--- src/rtl/linebuf_dbl_ctl_if.sv ---
// Signal bundle between the CGA->VGA line buffer controller and its
// surroundings: CGA timing inputs, line-buffer RAM control, VGA timing outputs.
// The controller takes the slave modport; the driving side takes master.
interface linebuf_dbl_ctl_if #(
    parameter int ADDR_W = 9
);
    logic              cga_pix_ce;
    logic              cga_hsync_i;
    logic              cga_vsync_i;
    logic              wr_en;
    logic              wr_bank;
    logic [ADDR_W-1:0] wr_addr;
    logic              rd_bank;
    logic [ADDR_W-1:0] rd_addr;
    logic              rd_valid;
    logic              vga_hsync_o;
    logic              vga_vsync_o;
    logic              blank_o;
    logic              overrun;
    logic              scan_dim;

    modport slave (
        input  cga_pix_ce, cga_hsync_i, cga_vsync_i,
        output wr_en, wr_bank, wr_addr, rd_bank, rd_addr, rd_valid,
               vga_hsync_o, vga_vsync_o, blank_o, overrun, scan_dim
    );

    modport master (
        output cga_pix_ce, cga_hsync_i, cga_vsync_i,
        input  wr_en, wr_bank, wr_addr, rd_bank, rd_addr, rd_valid,
               vga_hsync_o, vga_vsync_o, blank_o, overrun, scan_dim
    );
endinterface

--- src/rtl/linebuf_dbl_ctl.sv ---
// Ping-pong line buffer sequencer for the CGA->VGA scan converter.
// Each CGA line is written into one bank while the other bank is replayed
// twice at VGA rate with 2x horizontal pixel doubling.
// Optional macro LINEBUF_SCANLINE_EN: flags second-pass pixels on scan_dim.
//
// state | meaning
// ------+-------------------------------------------------------------
// PASS0 | first replay of the buffered line
// PASS1 | second replay of the buffered line
// WAIT  | both replays done, output blanked until the next line start
module linebuf_dbl_ctl #(
    parameter int CGA_W    = 256,
    parameter int ADDR_W   = 9,
    parameter int H_TOTAL  = 800,
    parameter int H_ACTIVE = 640,
    parameter int HS_START = 656,
    parameter int HS_END   = 752
) (
    input logic             clk25m,
    input logic             reset,
    linebuf_dbl_ctl_if.slave lb
);
    localparam int HC_W = $clog2(H_TOTAL);

    localparam logic [HC_W-1:0]   HC_LAST = HC_W'(H_TOTAL - 1);
    localparam logic [HC_W:0]     RD_END  = (HC_W+1)'(2 * CGA_W);
    localparam logic [HC_W:0]     ACT_END = (HC_W+1)'(H_ACTIVE);
    localparam logic [HC_W:0]     HS_S    = (HC_W+1)'(HS_START);
    localparam logic [HC_W:0]     HS_E    = (HC_W+1)'(HS_END);
    localparam logic [ADDR_W:0]   W_LAST  = (ADDR_W+1)'(CGA_W - 1);

    generate
        if (2 * CGA_W > H_ACTIVE) begin : g_bad_active
            $error("linebuf_dbl_ctl: 2*CGA_W must not exceed H_ACTIVE");
        end
        if ((1 << ADDR_W) < CGA_W) begin : g_bad_addr
            $error("linebuf_dbl_ctl: ADDR_W too small for CGA_W");
        end
        if (HC_W < ADDR_W + 1) begin : g_bad_hc
            $error("linebuf_dbl_ctl: hcount too narrow for the read address");
        end
    endgenerate

    typedef enum logic [1:0] {PASS0, PASS1, WAIT} state_t;

    state_t            state_q, state_d;
    logic [HC_W-1:0]   hcount_q, hcount_d;
    logic [HC_W:0]     hc_ext;

    logic              hs_q, hs_prev_q;
    logic              vs1_q, vs2_q;
    logic              ls;

    logic [ADDR_W:0]   wptr_q;
    logic              armed_q;
    logic              wr_en_q, wr_bank_q, rd_bank_q;
    logic [ADDR_W-1:0] wr_addr_q, rd_addr_q;
    logic              rd_valid_q, blank_q, hsync_q, overrun_q;

    assign ls     = hs_prev_q & ~hs_q;
    assign hc_ext = {1'b0, hcount_q};

    // Synchronise CGA syncs; hsync falling edge becomes the line start.
    always_ff @(posedge clk25m or posedge reset) begin
        if (reset) begin
            hs_q      <= 1'b1;
            hs_prev_q <= 1'b1;
            vs1_q     <= 1'b1;
            vs2_q     <= 1'b1;
        end else begin
            hs_q      <= lb.cga_hsync_i;
            hs_prev_q <= hs_q;
            vs1_q     <= lb.cga_vsync_i;
            vs2_q     <= vs1_q;
        end
    end

    // Write side: bank swap on line start, one write per strobe until full.
    always_ff @(posedge clk25m or posedge reset) begin
        if (reset) begin
            wr_en_q   <= 1'b0;
            wr_bank_q <= 1'b0;
            wr_addr_q <= '0;
            wptr_q    <= '0;
            armed_q   <= 1'b0;
            rd_bank_q <= 1'b1;
        end else begin
            wr_en_q <= 1'b0;
            if (ls) begin
                rd_bank_q <= wr_bank_q;
                wr_bank_q <= ~wr_bank_q;
                armed_q   <= 1'b1;
                wptr_q    <= '0;
                if (lb.cga_pix_ce) begin
                    wr_en_q   <= 1'b1;
                    wr_addr_q <= '0;
                    wptr_q    <= (ADDR_W+1)'(1);
                end
            end else if (lb.cga_pix_ce && armed_q) begin
                wr_en_q   <= 1'b1;
                wr_addr_q <= wptr_q[ADDR_W-1:0];
                wptr_q    <= wptr_q + (ADDR_W+1)'(1);
                if (wptr_q == W_LAST) begin
                    armed_q <= 1'b0;
                end
            end
        end
    end

    // Read FSM state and horizontal counter register.
    always_ff @(posedge clk25m or posedge reset) begin
        if (reset) begin
            state_q  <= PASS0;
            hcount_q <= '0;
        end else begin
            state_q  <= state_d;
            hcount_q <= hcount_d;
        end
    end

    // Read FSM next state: two passes per line, line start wins over wrap.
    always_comb begin
        state_d  = state_q;
        hcount_d = hcount_q;
        if (ls) begin
            state_d  = PASS0;
            hcount_d = '0;
        end else begin
            case (state_q)
                PASS0: begin
                    if (hcount_q == HC_LAST) begin
                        hcount_d = '0;
                        state_d  = PASS1;
                    end else begin
                        hcount_d = hcount_q + HC_W'(1);
                    end
                end
                PASS1: begin
                    if (hcount_q == HC_LAST) begin
                        state_d = WAIT;
                    end else begin
                        hcount_d = hcount_q + HC_W'(1);
                    end
                end
                WAIT:    state_d = WAIT;
                default: state_d = PASS0;
            endcase
        end
    end

    // Registered read address and VGA timing; sticky overrun on short lines.
    always_ff @(posedge clk25m or posedge reset) begin
        if (reset) begin
            rd_addr_q  <= '0;
            rd_valid_q <= 1'b0;
            blank_q    <= 1'b1;
            hsync_q    <= 1'b1;
            overrun_q  <= 1'b0;
        end else begin
            rd_addr_q  <= hcount_q[ADDR_W:1];
            rd_valid_q <= (hc_ext < RD_END) && (state_q != WAIT);
            blank_q    <= (hc_ext >= ACT_END) || (state_q == WAIT);
            hsync_q    <= !((hc_ext >= HS_S) && (hc_ext < HS_E) && (state_q != WAIT));
            if (ls && (state_q == PASS0) && (hcount_q != '0)) begin
                overrun_q <= 1'b1;
            end
        end
    end

`ifdef LINEBUF_SCANLINE_EN
    logic scan_dim_q;

    // Second-pass visible pixels, aligned with rd_valid.
    always_ff @(posedge clk25m or posedge reset) begin
        if (reset) begin
            scan_dim_q <= 1'b0;
        end else begin
            scan_dim_q <= (state_q == PASS1) && (hc_ext < RD_END);
        end
    end

    assign lb.scan_dim = scan_dim_q;
`else
    assign lb.scan_dim = 1'b0;
`endif

    assign lb.wr_en       = wr_en_q;
    assign lb.wr_bank     = wr_bank_q;
    assign lb.wr_addr     = wr_addr_q;
    assign lb.rd_bank     = rd_bank_q;
    assign lb.rd_addr     = rd_addr_q;
    assign lb.rd_valid    = rd_valid_q;
    assign lb.vga_hsync_o = hsync_q;
    assign lb.vga_vsync_o = vs2_q;
    assign lb.blank_o     = blank_q;
    assign lb.overrun     = overrun_q;
endmodule

--- src/flat_wrapper.sv ---
// flat-port wrapper written by rule: the top's interface ports become plain ports
module linebuf_dbl_ctl_flat 
#(
    parameter int CGA_W    = 256,
    parameter int ADDR_W   = 9,
    parameter int H_TOTAL  = 800,
    parameter int H_ACTIVE = 640,
    parameter int HS_START = 656,
    parameter int HS_END   = 752
)
  (clk25m, reset, lb_cga_pix_ce, lb_cga_hsync_i, lb_cga_vsync_i, lb_wr_en, lb_wr_bank, lb_wr_addr, lb_rd_bank, lb_rd_addr, lb_rd_valid, lb_vga_hsync_o, lb_vga_vsync_o, lb_blank_o, lb_overrun, lb_scan_dim);
  linebuf_dbl_ctl_if #(.ADDR_W(ADDR_W)) lb_i ();
  input logic clk25m;
  input logic reset;
  input wire logic [$bits(lb_i.cga_pix_ce)-1:0] lb_cga_pix_ce;
  input wire logic [$bits(lb_i.cga_hsync_i)-1:0] lb_cga_hsync_i;
  input wire logic [$bits(lb_i.cga_vsync_i)-1:0] lb_cga_vsync_i;
  output wire logic [$bits(lb_i.wr_en)-1:0] lb_wr_en;
  output wire logic [$bits(lb_i.wr_bank)-1:0] lb_wr_bank;
  output wire logic [$bits(lb_i.wr_addr)-1:0] lb_wr_addr;
  output wire logic [$bits(lb_i.rd_bank)-1:0] lb_rd_bank;
  output wire logic [$bits(lb_i.rd_addr)-1:0] lb_rd_addr;
  output wire logic [$bits(lb_i.rd_valid)-1:0] lb_rd_valid;
  output wire logic [$bits(lb_i.vga_hsync_o)-1:0] lb_vga_hsync_o;
  output wire logic [$bits(lb_i.vga_vsync_o)-1:0] lb_vga_vsync_o;
  output wire logic [$bits(lb_i.blank_o)-1:0] lb_blank_o;
  output wire logic [$bits(lb_i.overrun)-1:0] lb_overrun;
  output wire logic [$bits(lb_i.scan_dim)-1:0] lb_scan_dim;
  assign lb_i.cga_pix_ce = lb_cga_pix_ce;
  assign lb_i.cga_hsync_i = lb_cga_hsync_i;
  assign lb_i.cga_vsync_i = lb_cga_vsync_i;
  assign lb_wr_en = lb_i.wr_en;
  assign lb_wr_bank = lb_i.wr_bank;
  assign lb_wr_addr = lb_i.wr_addr;
  assign lb_rd_bank = lb_i.rd_bank;
  assign lb_rd_addr = lb_i.rd_addr;
  assign lb_rd_valid = lb_i.rd_valid;
  assign lb_vga_hsync_o = lb_i.vga_hsync_o;
  assign lb_vga_vsync_o = lb_i.vga_vsync_o;
  assign lb_blank_o = lb_i.blank_o;
  assign lb_overrun = lb_i.overrun;
  assign lb_scan_dim = lb_i.scan_dim;
  linebuf_dbl_ctl #(.CGA_W(CGA_W), .ADDR_W(ADDR_W), .H_TOTAL(H_TOTAL), .H_ACTIVE(H_ACTIVE), .HS_START(HS_START), .HS_END(HS_END)) u_core (.clk25m(clk25m), .reset(reset), .lb(lb_i));
endmodule
--- config.mk ---
export PLATFORM = sky130hd
export DESIGN_NAME = linebuf_dbl_ctl_flat
export DESIGN_NICKNAME = d
export VERILOG_FILES = /design/src/rtl/linebuf_dbl_ctl_if.sv /design/src/rtl/linebuf_dbl_ctl.sv /design/src/flat_wrapper.sv
export SDC_FILE = /design/constraint.sdc
export NUM_CORES = 1
export LEC_CHECK = 0
export CAP_MARGIN = 20
export CORE_AREA = 2 2 66 68
export DETAILED_ROUTE_END_ITERATION = 16
export DIE_AREA = 0 0 68 70
export GPL_TIMING_DRIVEN = 0
export PLACE_DENSITY = 0.9
export SKIP_LAST_GASP = 1
export SYNTH_ARGS = -nofsm -noshare
export SYNTH_HDL_FRONTEND = slang
export SYNTH_SLANG_ARGS = --single-unit
--- constraint.sdc ---
create_clock -name clk25m -period 3.7 [get_ports clk25m]
set_input_delay 0.37 -clock clk25m [delete_from_list [all_inputs] [get_ports clk25m]]
set_output_delay 0.37 -clock clk25m [all_outputs]
set_load 0.005 [all_outputs]
==> out/results.txt <==
EDFF count, synth: 0
ranking of synthesized cells by area: dfrtp_1, dfstp_2, a22o_1
number of max-cap violations: 0
hold crit path type: input pin to asynchronous set/reset pin
setup TNS: 0 ns
DRT iter0 DRCs: 134
largest net degree at the start of global routing: 44
synth cell count leaders: dfrtp_1, nand2_1, nor2_1
warnings from Yosys: 0
Mapped Cells: 195
insertion delay to the later sink of the worst-skew pair: 0.31 ns
Mapped Area: 0.00224 sq mm
Startpoint Class: flop
Die Y: 70 um
Req. time, crit path: 3.90 ns
crit path cell chain: ha_1, and4b_1, buf_6, a41oi_2, nor2_1, a221o_1
GRT Total Usage: 20.8%
PwrDens: 557 mW/mm^2
final setup violation count: 0
element type at the critical path end: flop
cts bufs inserted: 5
crit path max fanout: 7
Clock Path Buffers: 2
RSZ-0062 raised after global routing: no
Pleak: 0.00121 uW
most common cell in the netlist: dfrtp_1
std cell rows: 24
Inserted Diodes: 0
Clock Skews: 0.00458 ns
Yosys reg bits: 52
post-route clock period utilization: 54.1%
antenna violations before repair: 0
Hold Fails Final Rpt: 0
Largest stage delay, worst path: 0.46 ns
Clock transition at path regs: 0.09 ns
Starting Density: 54.0%
Pre-Repair DR Iteration Count: 4
Primary FF master, synth: dfrtp_1
post-route ant nets: 0
grt ovf: 0
Nets: 245
share of cells above drive strength 1: 12.0%
Avg Cell Area, Syn: 11.5 sq um
H-tree depth: 2
global-route wire length before repair: 7360 um
gp weighted congestion: 0.874
FF+latch area: 0.00131 sq mm
Power, Total: 1530 uW
Vias/cell: 5.63
syn nets: 207
worst path bufs/invs: 1
multi-input logic area: 841 sq um
CTS tree: yes
drc violations: 0
detailed-route via count: 1610
post-synth top area share: 50.3%
Layout area overhead: 22.2%
max_slew headroom: 56.8%
Critical-path top delay cell: dfrtp_1
post-route minimum period: 2.00 ns
final WL: 4210 um
cell taking the most area after synthesis: dfrtp_1
register area share after synthesis: 58.5%
# IOs: 32
Clock Sinks: 52
HPWL Detailed: 3000 um
Root Driver: clkbuf_8
Peak Freq: 0.499 GHz
setup bufs post-CTS: 0
Top delay family on crit path: compound AO/OA/AOI/OAI gates
CTS resizes: 0
port bufs: 30
hold bufs inserted after CTS: 0
Slew @ Worst Pin: 0.646 ns
Fill cells: 323
vias in the first global route: 1616
status: completed
Critical Path AT: 2.20 ns
core box area: 0.00414 sq mm
worst ir drop on vdd: 0.285 mV
Synth async-reset ratio: 100%
wire length per cell: 14.7 um
max-slew violation count: 0
Setup Crit Path Kind: flop to flop
count of cell types in the netlist: 45
Die Width: 68 um
Die Area: 0.00476 sq mm
Final Core Density: 66.0%
-- cells in the final DEF, fill, tap and decap left out, types with 5 or more instances in the layout --
cell type	n
nor2_1	15
nand3_1	8
nor3_1	5
clkbuf_8	5
inv_1	8
a22o_1	11
dfrtp_1	45
dfstp_2	7
ha_1	7
nand4_1	6
clkdlybuf4s50_1	30
xnor2_1	8
o21ai_0	8
nand2_1	17
-- worst register-to-register path: stages, from the launching register on --
cell     delay (ns)
dfrtp_1        0.46
ha_1           0.28
and4b_1        0.22
buf_6          0.14
a41oi_2        0.28
nor2_1         0.15
a221o_1        0.37
-- sequential cells by signal (all words and copies together), names as in the netlist, 2 cells and up --
name	flops
u_core.wptr_q	10
u_core.hcount_q	10
u_core.lb.rd_addr	9
u_core.lb.wr_addr	9
u_core.state_q	2
-- worst paths after layout --
check	slack, ns	to	cells past startpoint	from
setup / recovery	1.70	u_core.hcount_q[9]$_DFFE_PP0P_	6	u_core.hcount_q[0]$_DFFE_PP0P_
hold / removal	0.31	u_core.lb.wr_addr[7]$_DFFE_PP0P_	2	reset
setup reg to reg	1.70	u_core.hcount_q[9]$_DFFE_PP0P_	6	u_core.hcount_q[0]$_DFFE_PP0P_
hold reg to reg	0.36	u_core.lb.vga_vsync_o$_DFF_PP1_	0	u_core.vs1_q$_DFF_PP1_
max in group asynchronous	2.83	u_core.hs_prev_q$_DFF_PP1_	3	reset
min in group clk25m	0.36	u_core.lb.vga_vsync_o$_DFF_PP1_	0	u_core.vs1_q$_DFF_PP1_
-- through the flow --
| step | instance area, sq um | worst slack, ns | hold slack (ns) | instances |
|---|---|---|---|---|
| finish | 2740 | 1.70 | 0.312 | 286 |
| global route | 2740 | 1.59 | 0.345 | 286 |
| CTS | 2740 | 1.71 | 0.325 | 286 |
| detailed placement | 2630 | 1.70 | 0.355 | 278 |
| global placement | 2610 | 1.23 | 0.347 | 277 |
| floorplan | 2240 | 1.94 | 0.345 | 195 |
-- per-layer routing --
layer	vias up	GRT usage (%)	wire, um
met2	54	31.0	1990
met3	12	5.31	211
li1	765	-	-
met5	-	0	0
met1	779	28.0	1890
met4	0	10.0	119
-- final cells by class --
type	count	share of cell area [%]
Tap cell	52	2.38
Clock buffer	5	2.51
Clock inverter	3	1.55
Timing Repair Buffer	31	11.7
Buffer	8	2.01
Inverter	9	1.23
Multi-Input combinational cell	126	30.7
Sequential cell	52	47.9
-- report_power, final --
| group | leakage, uW | switching, uW | internal (uW) |
|---|---|---|---|
| Sequential | 0.000668 | 77.5 | 663 |
| Combinational | 0.000483 | 196 | 208 |
| Clock | 0.0000541 | 181 | 200 |
| Total | 0.00121 | 454 | 1070 |
-- cells by family after synthesis --
| kind of cell | after synthesis | share of synthesized area (%) |
|---|---|---|
| flops | 52 | 58.5 |
| fa+ha+maj | 7 | 3.91 |
| other cells | 1 | 0.167 |
| mux | 1 | 0.503 |
| xor+xnor | 9 | 3.52 |
| compound gates | 39 | 13.9 |
| buf+inv | 17 | 3.97 |
| simple gates | 69 | 15.5 |
(Power assumes the default switching activity.)
